<file path="config.mk">
export PLATFORM = sky130hd
export DESIGN_NAME = fg_prog_sequencer
export DESIGN_NICKNAME = d
export VERILOG_FILES = /design/src/rtl/fg_prog_pkg.sv /design/src/rtl/fg_prog_sequencer_timer.sv /design/src/rtl/fg_prog_sequencer.sv
export SDC_FILE = /design/constraint.sdc
export NUM_CORES = 1
export LEC_CHECK = 0
export BUFFER_PORTS_ARGS = -buffer_cell sky130_fd_sc_hd__buf_2
export CAP_MARGIN = 10
export CORE_ASPECT_RATIO = 1.25
export CORE_MARGIN = 10
export CORE_UTILIZATION = 50
export CTS_CLUSTER_DIAMETER = 120
export DETAILED_ROUTE_END_ITERATION = 8
export HOLD_SLACK_MARGIN = 0.15
export PLACE_DENSITY = 0.72
export SYNTH_ARGS = -nofsm -noshare
export SYNTH_HDL_FRONTEND = slang
export SYNTH_SLANG_ARGS = --single-unit
</file>
<file path="constraint.sdc">
create_clock -name clk -period 2.7 [get_ports clk]
set_clock_uncertainty 0.05 [all_clocks]
set_input_delay 0.81 -clock clk [delete_from_list [all_inputs] [get_ports clk]]
set_output_delay 0.81 -clock clk [all_outputs]
set_load 0.01 [all_outputs]
</file>
<file path="src/rtl/fg_prog_pkg.sv">
// fg_prog_pkg: shared types and constants for the floating-gate programming
// sequencer (command modes, FSM state codes, completion status codes).
package fg_prog_pkg;

   // Command mode as presented on cmd_mode.
   typedef enum logic [1:0] {
      MODE_INJECT  = 2'd0,
      MODE_TUNNEL  = 2'd1,
      MODE_READ    = 2'd2,
      MODE_ILLEGAL = 2'd3
   } mode_e;

   // Completion status reported alongside done.
   typedef enum logic [1:0] {
      STAT_OK          = 2'd0,
      STAT_ABORTED     = 2'd1,
      STAT_ZERO_PULSES = 2'd2,
      STAT_ILLEGAL     = 2'd3
   } status_e;

   // Sequencer state codes.
   localparam logic [2:0] ST_IDLE    = 3'd0;
   localparam logic [2:0] ST_SETUP   = 3'd1;
   localparam logic [2:0] ST_PULSE   = 3'd2;
   localparam logic [2:0] ST_GAP     = 3'd3;
   localparam logic [2:0] ST_HOLD    = 3'd4;
   localparam logic [2:0] ST_RELEASE = 3'd5;
   localparam logic [2:0] ST_DONE    = 3'd6;

   // True for the modes that fire VINJ/VTUN pulses.
   function automatic logic is_pulse_mode(input mode_e m);
      return (m == MODE_INJECT) || (m == MODE_TUNNEL);
   endfunction

endpackage

</file>
<file path="src/rtl/fg_prog_sequencer_timer.sv">
// fg_prog_timer: loadable down-counter shared by the settle, pulse, gap, hold
// and release phases. A phase of length L is loaded with L; expire is high
// during the last cycle of the phase (count == 1).
module fg_prog_timer #(
   parameter int unsigned WID_W = 16
) (
   input  logic             clk,
   input  logic             rst,
   input  logic             load,
   input  logic [WID_W-1:0] load_val,
   output logic             expire
);

   localparam logic [WID_W-1:0] ONE_W  = {{(WID_W-1){1'b0}}, 1'b1};
   localparam logic [WID_W-1:0] ZERO_W = {WID_W{1'b0}};

   logic [WID_W-1:0] count_r;

   // Load a new phase length or count the current phase down to zero.
   always_ff @(posedge clk or posedge rst) begin
      if (rst) begin
         count_r <= ZERO_W;
      end else if (load) begin
         count_r <= load_val;
      end else if (count_r != ZERO_W) begin
         count_r <= count_r - ONE_W;
      end else begin
         count_r <= count_r;
      end
   end

   assign expire = (count_r == ONE_W);

endmodule

</file>
<file path="src/rtl/fg_prog_sequencer.sv">
// fg_prog_sequencer: accepts one program/read command at a time and sequences
// the VINJ decoder address/enable, prog/drain switch selects and the timed
// VINJ/VTUN pulse enables through settle, pulse, gap, hold and release phases.
// Switch and pulse outputs are registered from the phase the sequencer was in,
// so they trail the state by one cycle; pulse enables and the read strobe are
// additionally gated by abort so they drop on the cycle after abort.
// Optional feature: define FG_PROG_PULSE_LOG_EN to add the saturating
// pulse_total counter output.
module fg_prog_sequencer #(
   parameter int unsigned ROW_BITS   = 3,
   parameter int unsigned COL_BITS   = 4,
   parameter int unsigned CNT_W      = 8,
   parameter int unsigned WID_W      = 16,
   parameter int unsigned SETTLE_CYC = 8
) (
   input  logic                clk,
   input  logic                rst,
   input  logic                cmd_valid,
   output logic                cmd_ready,
   input  logic [1:0]          cmd_mode,
   input  logic [ROW_BITS-1:0] cmd_row,
   input  logic [COL_BITS-1:0] cmd_col,
   input  logic [CNT_W-1:0]    cmd_pulses,
   input  logic [WID_W-1:0]    cmd_width,
   input  logic                abort,
   output logic [ROW_BITS-1:0] row_addr,
   output logic [COL_BITS-1:0] col_addr,
   output logic                dec_en,
   output logic                prog_sel,
   output logic                drain_sel,
   output logic                vinj_pulse,
   output logic                vtun_en,
   output logic                meas_strobe,
   output logic                busy,
   output logic                done,
`ifdef FG_PROG_PULSE_LOG_EN
   output logic [15:0]         pulse_total,
`endif
   output logic [1:0]          status
);

   import fg_prog_pkg::*;

   localparam logic [WID_W-1:0] SETTLE_W = WID_W'(SETTLE_CYC);
   localparam logic [WID_W-1:0] ONE_W    = {{(WID_W-1){1'b0}}, 1'b1};
   localparam logic [WID_W-1:0] ZERO_W   = {WID_W{1'b0}};
   localparam logic [CNT_W-1:0] ONE_C    = {{(CNT_W-1){1'b0}}, 1'b1};
   localparam logic [CNT_W-1:0] ZERO_C   = {CNT_W{1'b0}};

   logic [2:0]       state_r;
   logic [2:0]       nxt_s;
   mode_e            mode_r;
   status_e          status_code_r;
   logic [CNT_W-1:0] pulses_left_r;
   logic [WID_W-1:0] width_r;
   logic [WID_W-1:0] width_eff_s;
   logic [WID_W-1:0] timer_val_s;
   logic             timer_load_s;
   logic             timer_exp_s;
   logic             accept_s;
   logic             cmd_illegal_s;
   logic             active_s;
   logic             abort_take_s;
   logic             zero_take_s;
   logic             pulse_end_s;
   logic             busy_nxt_s;

   assign accept_s      = cmd_valid && cmd_ready && (state_r == ST_IDLE);
   assign cmd_illegal_s = (mode_e'(cmd_mode) == MODE_ILLEGAL);
   assign active_s      = (state_r == ST_SETUP) || (state_r == ST_PULSE) ||
                          (state_r == ST_GAP)   || (state_r == ST_HOLD);
   assign abort_take_s  = abort && active_s;
   assign zero_take_s   = (state_r == ST_SETUP) && timer_exp_s && !abort &&
                          is_pulse_mode(mode_r) && (pulses_left_r == ZERO_C);
   assign pulse_end_s   = (state_r == ST_PULSE) && timer_exp_s && !abort;
   assign width_eff_s   = (width_r == ZERO_W) ? ONE_W : width_r;
   assign busy_nxt_s    = (nxt_s != ST_IDLE) || (state_r != ST_IDLE);

   fg_prog_timer #(
      .WID_W(WID_W)
   ) u_timer (
      .clk     (clk),
      .rst     (rst),
      .load    (timer_load_s),
      .load_val(timer_val_s),
      .expire  (timer_exp_s)
   );

   // Next-state and phase-timer load selection.
   always_comb begin
      nxt_s        = state_r;
      timer_load_s = 1'b0;
      timer_val_s  = SETTLE_W;
      case (state_r)
         ST_IDLE: begin
            if (accept_s) begin
               if (cmd_illegal_s) begin
                  nxt_s = ST_DONE;
               end else begin
                  nxt_s        = ST_SETUP;
                  timer_load_s = 1'b1;
                  timer_val_s  = SETTLE_W;
               end
            end else begin
               nxt_s = ST_IDLE;
            end
         end
         ST_SETUP: begin
            if (abort) begin
               nxt_s        = ST_RELEASE;
               timer_load_s = 1'b1;
               timer_val_s  = SETTLE_W;
            end else if (timer_exp_s) begin
               if (mode_r == MODE_READ) begin
                  nxt_s        = ST_HOLD;
                  timer_load_s = 1'b1;
                  timer_val_s  = width_eff_s;
               end else if (pulses_left_r == ZERO_C) begin
                  nxt_s        = ST_RELEASE;
                  timer_load_s = 1'b1;
                  timer_val_s  = SETTLE_W;
               end else begin
                  nxt_s        = ST_PULSE;
                  timer_load_s = 1'b1;
                  timer_val_s  = width_eff_s;
               end
            end else begin
               nxt_s = ST_SETUP;
            end
         end
         ST_PULSE: begin
            if (abort) begin
               nxt_s        = ST_RELEASE;
               timer_load_s = 1'b1;
               timer_val_s  = SETTLE_W;
            end else if (timer_exp_s) begin
               nxt_s        = ST_GAP;
               timer_load_s = 1'b1;
               timer_val_s  = SETTLE_W;
            end else begin
               nxt_s = ST_PULSE;
            end
         end
         ST_GAP: begin
            if (abort) begin
               nxt_s        = ST_RELEASE;
               timer_load_s = 1'b1;
               timer_val_s  = SETTLE_W;
            end else if (timer_exp_s) begin
               if (pulses_left_r != ZERO_C) begin
                  nxt_s        = ST_PULSE;
                  timer_load_s = 1'b1;
                  timer_val_s  = width_eff_s;
               end else begin
                  nxt_s        = ST_RELEASE;
                  timer_load_s = 1'b1;
                  timer_val_s  = SETTLE_W;
               end
            end else begin
               nxt_s = ST_GAP;
            end
         end
         ST_HOLD: begin
            if (abort || timer_exp_s) begin
               nxt_s        = ST_RELEASE;
               timer_load_s = 1'b1;
               timer_val_s  = SETTLE_W;
            end else begin
               nxt_s = ST_HOLD;
            end
         end
         ST_RELEASE: begin
            if (timer_exp_s) begin
               nxt_s = ST_DONE;
            end else begin
               nxt_s = ST_RELEASE;
            end
         end
         ST_DONE: begin
            nxt_s = ST_IDLE;
         end
         default: begin
            nxt_s = ST_IDLE;
         end
      endcase
   end

   // State register.
   always_ff @(posedge clk or posedge rst) begin
      if (rst) begin
         state_r <= ST_IDLE;
      end else begin
         state_r <= nxt_s;
      end
   end

   // Capture command fields and decoder address at acceptance; illegal
   // commands leave the decoder address untouched.
   always_ff @(posedge clk or posedge rst) begin
      if (rst) begin
         mode_r   <= MODE_INJECT;
         width_r  <= ZERO_W;
         row_addr <= {ROW_BITS{1'b0}};
         col_addr <= {COL_BITS{1'b0}};
      end else if (accept_s) begin
         mode_r  <= mode_e'(cmd_mode);
         width_r <= cmd_width;
         if (!cmd_illegal_s) begin
            row_addr <= cmd_row;
            col_addr <= cmd_col;
         end
      end
   end

   // Remaining-pulse counter: loaded at accept, decremented as each pulse ends.
   always_ff @(posedge clk or posedge rst) begin
      if (rst) begin
         pulses_left_r <= ZERO_C;
      end else if (accept_s) begin
         pulses_left_r <= cmd_pulses;
      end else if (pulse_end_s) begin
         pulses_left_r <= pulses_left_r - ONE_C;
      end
   end

   // Internal completion code, published on status when done fires.
   always_ff @(posedge clk or posedge rst) begin
      if (rst) begin
         status_code_r <= STAT_OK;
      end else if (accept_s) begin
         status_code_r <= cmd_illegal_s ? STAT_ILLEGAL : STAT_OK;
      end else if (abort_take_s) begin
         status_code_r <= STAT_ABORTED;
      end else if (zero_take_s) begin
         status_code_r <= STAT_ZERO_PULSES;
      end
   end

   // Registered analog-control and handshake outputs.
   always_ff @(posedge clk or posedge rst) begin
      if (rst) begin
         dec_en      <= 1'b0;
         prog_sel    <= 1'b0;
         drain_sel   <= 1'b0;
         vinj_pulse  <= 1'b0;
         vtun_en     <= 1'b0;
         meas_strobe <= 1'b0;
         done        <= 1'b0;
         busy        <= 1'b0;
         cmd_ready   <= 1'b1;
         status      <= 2'd0;
      end else begin
         dec_en      <= active_s;
         prog_sel    <= active_s && (mode_r != MODE_READ);
         drain_sel   <= active_s && (mode_r == MODE_INJECT);
         vinj_pulse  <= (state_r == ST_PULSE) && !abort && (mode_r == MODE_INJECT);
         vtun_en     <= (state_r == ST_PULSE) && !abort && (mode_r == MODE_TUNNEL);
         meas_strobe <= (state_r == ST_HOLD) && timer_exp_s && !abort;
         done        <= (state_r == ST_DONE);
         busy        <= busy_nxt_s;
         cmd_ready   <= !busy_nxt_s;
         if (state_r == ST_DONE) begin
            status <= status_code_r;
         end
      end
   end

`ifdef FG_PROG_PULSE_LOG_EN
   // Saturating count of pulses that ran their full width.
   always_ff @(posedge clk or posedge rst) begin
      if (rst) begin
         pulse_total <= 16'd0;
      end else if (pulse_end_s && (pulse_total != 16'hFFFF)) begin
         pulse_total <= pulse_total + 16'd1;
      end
   end
`endif

endmodule
</file>
### After elaboration in Yosys (flattened, before gate mapping)

Cells that the tools add are included.
W data, S select, Z words.

* add/subtract/negate cells: 2
* equality and inequality tests: 11
* muxes and demuxes: 37
* bitwise logic cells: 1
* reductions and logical operators: 37

Operator list (number)
* $mux W16: 10
* $pmux W16 S2: 1
* $mux W3: 10
* $pmux W3 S6: 1
* $eq A16 B1 Y1 const B: 1
* $logic_and A1 B1 Y1: 16
* $logic_not A16 Y1: 1
* $mux W8: 2
* $reduce_bool A16 Y1: 1
* $sub A16 B1 Y16 const B: 1
* $mux W2: 5
* $eq A3 B3 Y1 const B: 3
* $reduce_bool A3 Y1: 3
* $logic_not A8 Y1: 1
* $reduce_bool A8 Y1: 1
* $sub A8 B1 Y8 const B: 1
* $mux W1: 7
* $eq A3 B2 Y1 const B: 2
* $logic_or A1 B1 Y1: 6
* $eq A2 B2 Y1 const B: 2
* $reduce_bool A2 Y1: 2
* $eq A3 B1 Y1 const B: 1
* $logic_not A3 Y1: 1
* $pmux W1 S3: 1
* 7 further kinds: 8

* register bits after elaboration: 65
* bits of input ports: 37
* output and inout port bits: 18
* logic and storage cells: 106

### Longest topological paths before layout

* depth in word-level cells: 9
* gate-level depth with buffers: 9
* mapped depth without buffers: 7

### Modules after synthesis

From an unflattened synthesis, not the netlist that was laid out.

* cell total of the unflattened synthesis: 351
* area total of the unflattened synthesis: 3337.0 sq um

Modules (own cells, without submodules)
* fg_prog_sequencer: instances 1, cells each 240, area each 2313.5 sq um, sequential area each 1227.4 sq um
* fg_prog_timer: instances 1, cells each 111, area each 1023.5 sq um, sequential area each 400.4 sq um

### Worst setup path after synthesis

No wires, ideal clock.

* kind: input -> register
* from: in abort
* to: reg pulses_left_r[1]
* setup time: 0.083 ns
* arrival time: 2.144 ns
* data required time: 2.567 ns
* setup slack: 0.423 ns
* stages: 7
* path buffers: 2
* cell sequence: or2_2 > clkbuf_1 > nand2b_1 > buf_2 > nor2_1 > mux2_2 > o21ai_0

* longest elaborated chain between the ends: 3

RTL lines
* start, declared: line fg_prog_sequencer.sv:25 `input logic abort,`
* $logic_not A1 Y1: line fg_prog_sequencer.sv:75 `assign pulse_end_s = (state_r == ST_PULSE) && timer_exp_s && !abort;`
* $logic_and A1 B1 Y1: line fg_prog_sequencer.sv:75
* $reduce_bool A2 Y1 (no line)
* end signal, assigned: line fg_prog_sequencer.sv:220 `pulses_left_r <= cmd_pulses;`
* end signal, assigned: line fg_prog_sequencer.sv:222 `pulses_left_r <= pulses_left_r - ONE_C;`
* end, declared: line fg_prog_sequencer.sv:54 `logic [CNT_W-1:0] pulses_left_r;`

Every way passes these cells.
A chain may end at the register's enable or synchronous reset.

### Worst setup path in the final report

* from: reg u_timer.count_r[12]
* to: reg state_r[0]

* longest elaborated chain between the ends: 4
* elaborated cells on any way between the ends: 11
* those cells by class: 1 x eq/ne; 9 x mux; 1 x reduce/logical

RTL lines
* start, declared: line fg_prog_sequencer_timer.sv:17 `logic [WID_W-1:0] count_r;`
* start signal, assigned: line fg_prog_sequencer_timer.sv:24 `count_r <= load_val;`
* start signal, assigned: line fg_prog_sequencer_timer.sv:26 `count_r <= count_r - ONE_W;`
* start signal, assigned: line fg_prog_sequencer_timer.sv:28 `count_r <= count_r;`
* $eq A16 B1 Y1 (*): line fg_prog_sequencer_timer.sv:32 `assign expire = (count_r == ONE_W);`
* $mux W3, or another cell as far along: line fg_prog_sequencer.sv:149 `end else if (timer_exp_s) begin`
* $mux W3, or another cell as far along: line fg_prog_sequencer.sv:145 `if (abort) begin`
* $pmux W3 S6 (*): line fg_prog_sequencer.sv:94 `case (state_r)`
* via nxt_s[0]: line fg_prog_sequencer.sv:51 `logic [2:0] nxt_s;`
* end signal, assigned: line fg_prog_sequencer.sv:193 `state_r <= nxt_s;`
* end, declared: line fg_prog_sequencer.sv:50 `logic [2:0] state_r;`

The timed path passes the listed nets; every way through them passes the cells marked *.

==> results.md <==
- Post-CTS repair changed the size of 0 cells.
- The number of enable-type register cells in the synthesized netlist is 0.
- The post-detailed-route count of antenna-violating nets is 0.
- The minimum clock period is 2280 ps.
- The switching share of power is a little over a third.
- The total congestion overflow is 0.
- In this run the power density over the cells is about 830 nW/um^2.
- The clock tree from TritonCTS is built.
- The endpoint kind of the worst setup timing path is a register.
- The longest clock path from root to sink contains 2 buffers.
- The data arrival at the endpoint of the critical path is 2450 ps.
- Of all cell types, the one taking the most synthesized area is dfrtp_1.
- The post-detailed-route DRC marker count is 0.
- The top-area cell type share of the netlist area is around half.
- The die is between 100 and 150 um tall.
- The final number of max-transition violations is 0.
- The maximum vdd drop is roughly 410 uV.
- Buffers inserted to repair hold after CTS numbered 0.
- Among all flip-flop cells after synthesis, the most frequent one is dfrtp_1.
- The area taken by flip-flops and latches is 1630 sq um.
- The first-pass GRT wire length is 12,500 um.
- Along the worst path, the maximum fanout reaches 9.
- The number of antenna diodes in the final layout is 0.
- The number of clock buffers added by TritonCTS is 9.
- The clock latency at the later pin of the worst-skew pair is 340 ps.
- After detailed routing, the average wire length per cell comes to 15.6 um.
- Summed over all layers, the routed wires come to 7400 um.
- The launch point of the worst reg-to-reg path is u_timer.count_r[12]$_DFFE_PP0P_.
- The share of total power dissipated in combinational logic is between 20 and 30%.
- The transition time at the pin with the least slew margin is between 500 and 600 ps.
- The post-route worst hold slack is between 400 and 500 ps.
- The total placed instance area is around 3600 sq um.
- During synthesis, Yosys emitted a total of 0 warnings.
- The HPWL after detailed placement is 5440 um.
- The number of instances in the synthesized netlist is approximately 330.
- Before CTS, the worst setup slack after placement is between 200 and 250 ps.
- The cell area after synthesis is about 3200 sq um.
- The setup slack after layout is between 400 and 500 ps.
- The capturing instance or port of the critical path is state_r[0]$_DFF_PP0_.
- The worst hold path depth is 1.
- Sorting the synthesized cells by area gives the leading types as dfrtp_1, nand2_1, mux2_2.
- Max-cap violations in this run came to 0.
- Counting every net in the synthesized netlist gives 368.
- Entering global routing, the biggest net connects 66 pins.
- The depth of the worst register-to-register path is 5.
- The number of different library cells in the post-synthesis netlist is 48.
- Setup repair after global routing left no endpoint under its margin.
- The highest layer used for signal routing is met4.
- The final estimated routing congestion in global placement is approximately 0.90.
- The area occupied by multi-input gates is roughly 1500 sq um.
- The initial antenna violation count was 0.
- The detailed router put a total of around 3100 um of wire on met1.
- The type of the worst setup path is register to register.
- Each instance of the synthesized netlist takes up on average 9.73 sq um.
- For this design the static power due to leakage is between 1.5 and 2 nW.
- The total clock sinks is between 60 and 70.
- The number of endpoints with negative hold slack in the final report is 0.
- Clock tree synthesis selected as its root buffer the cell clkbuf_8.
- In this run the tightest slew margin relative to its limit is between 60% and 70%.
- The setup total negative slack is 0 ps.
- The relative area change from synthesis to final layout is 17.2%.
- The worst register-to-register path ends at state_r[0]$_DFF_PP0_.
- For this run, the top clock speed supported by timing is approximately 440 MHz.
- The clock network accounts for 24.3% of the total power.
- The H-tree was split into 3 levels.
- The detailed router placed 2,562 vias in this run.
- The flip-flop and latch count after synthesis is 65.
- The core region area is 6210 sq um.
- The chip width is roughly 90 um.
- The overall global routing resource usage is 15.6%.
- The post-layout net count is approximately 430.
- The routed design uses roughly 260 um of met3 wire.
- Wire segments on met2 add up to 3850 um in the final route.
- The number of setup violations in the final report is 0.
- The via count of the first global-routing pass is between 2,000 and 3,000.
- Pin placement for this block handled 55 I/O pins.
- The area of the die is 10000 sq um.
- In the finished design, the share of the clock period the worst path needs comes to 84.6%.
- The initial DRC count is around 160.
- The run finished with clean final reports.
- The count of buffers added on input and output ports is 54.
- The type of the tightest min-delay check is register to register.
- The clock transition at the registers of the reported paths is roughly 70 ps.
- The required arrival time at the worst endpoint is ~2900 ps.
- In the synthesized netlist the async set-or-reset flop fraction comes to 100%.
- The first-pass iteration count of the detailed router is 4.
- The switching power is ~1.1 mW.
- The setup slack of the most critical reg-to-reg path is about 420 ps.
- The effective utilization at floorplan is 51.4%.
- The post-synthesis sequential area ratio is about 50%.
- The row count is 32.
- Tracing the worst setup path back leads to its startpoint at u_timer.count_r[12]$_DFFE_PP0P_.
- The cell area after layout is 3740 sq um.
- Of the cells placed in the final design, the portion with a size suffix greater than 1 is a little over a quarter.
- STA classifies the critical path startpoint as a register.
- After detailed routing, the number of vias per cell comes to 5.38.
- The filler cells instantiated in the layout total roughly 540.
- Buffers added to address setup during post-CTS repair amount to 0.
- The internal power of the cells totals approximately 2.0 mW.
- The total power draw is between 3 and 4 mW.
- Sequential cells burn 45.8% of the power.
-- layer usage --
layer	track usage (%)	vias to the layer above
met5	0	-
met4	7.51	0
met3	3.41	15
met2	27.3	54
met1	17.8	1235
li1	-	1258
-- area by class of cell --
| type | count | share of cell area (%) |
|---|---|---|
| inverter | 10 | 1.00 |
| multi-input combinational | 239 | 38.8 |
| tap | 85 | 2.84 |
| clock buffer | 11 | 4.05 |
| sequential | 65 | 43.5 |
| clock inverter | 5 | 0.803 |
| timing repair buffer | 61 | 8.96 |
-- sequential cells by signal (all words and copies together), names as in the netlist, 2 cells and up --
| signal | count |
|---|---|
| col_addr | 4 |
| mode_r | 2 |
| pulses_left_r | 8 |
| row_addr | 3 |
| state_r | 3 |
| status | 2 |
| status_code_r | 2 |
| u_timer.count_r | 16 |
| width_r | 16 |
-- worst max-delay path: stages, from the launching register on --
cell and delay (ps):
dfrtp_1 440, nor4_2 450, nand4_1 450, or3_1 480, a31oi_1 170, o21ai_0 120
-- power by group through the flow --
| stage | Sequential [mW] | Clock, mW | Combinational, mW |
|---|---|---|---|
| after floorplan | 1.39 | 0 | 0.698 |
| after global placement | 1.42 | 0 | 0.893 |
| after detailed placement | 1.43 | 0 | 0.916 |
| after CTS | 1.41 | 0.770 | 0.929 |
| after global routing | 1.44 | 0.816 | 1.05 |
| final | 1.42 | 0.751 | 0.921 |
-- stage by stage --
step	cells	util (%)
final	476	60.3
after global routing	476	60.3
after CTS	476	60.3
after detailed placement	460	57.4
after global placement	460	57.4
after floorplan	328	-
-- worst min path at each step --
stage | startpoint | end | slack, ps
CTS | mode_r[0]$_DFFE_PP0P_ | vinj_pulse$_DFF_PP0_ | 460
global placement | col_addr[0]$_DFFE_PP0N_ | col_addr[0]$_DFFE_PP0N_ | 440
detailed placement | mode_r[0]$_DFFE_PP0P_ | vinj_pulse$_DFF_PP0_ | 440
floorplan | mode_r[0]$_DFFE_PP0P_ | drain_sel$_DFF_PP0_ | 400
finish | status[1]$_DFFE_PP0P_ | status[1]$_DFFE_PP0P_ | 450
global route | col_addr[2]$_DFFE_PP0N_ | col_addr[2]$_DFFE_PP0N_ | 470
-- cells in the mapped netlist (all sizes together) (2+ instances only) --
master  count
a21o        2
a21oi       9
a22o        5
a22oi       7
and4        2
buf         7
clkbuf      7
dfrtp      64
ha          3
inv        10
mux2       11
nand2      73
nand2b      4
nand3       5
nand4       4
nor2       24
nor3       18
nor3b       3
nor4       12
o211ai      3
o21a        3
o21ai      13
or3         6
or4         3
xnor2      13
xor2        2
-- cells by family after synthesis --
| group | synth area share, % |
|---|---|
| and+or+nand+nor | 24.8 |
| DFF | 51.0 |
| AOI/OAI and AO/OA | 11.2 |
| buffers and inverters | 3.57 |
| xor gates and xnor gates | 4.12 |
| muxes | 4.19 |
| adders and majority gates | 1.18 |
-- layout by cell type, fill, tap and decap left out, drive strengths merged, types with 2 or more instances in the layout --
cell / n
or4: 3
mux2: 11
buf: 61
inv: 10
nand4: 4
xor2: 2
xnor2: 13
dfrtp: 64
nand2b: 4
clkinvlp: 2
nor4: 12
ha: 3
nor3b: 3
nor2: 24
a21oi: 9
nand2: 73
a22oi: 7
clkbuf: 11
o21ai: 13
nor3: 18
or3: 6
nand3: 5
clkinv: 3
a21o: 2
o21a: 3
o211ai: 3
a22o: 5
and4: 2
No activity file was read; power rests on OpenSTA's default activity.
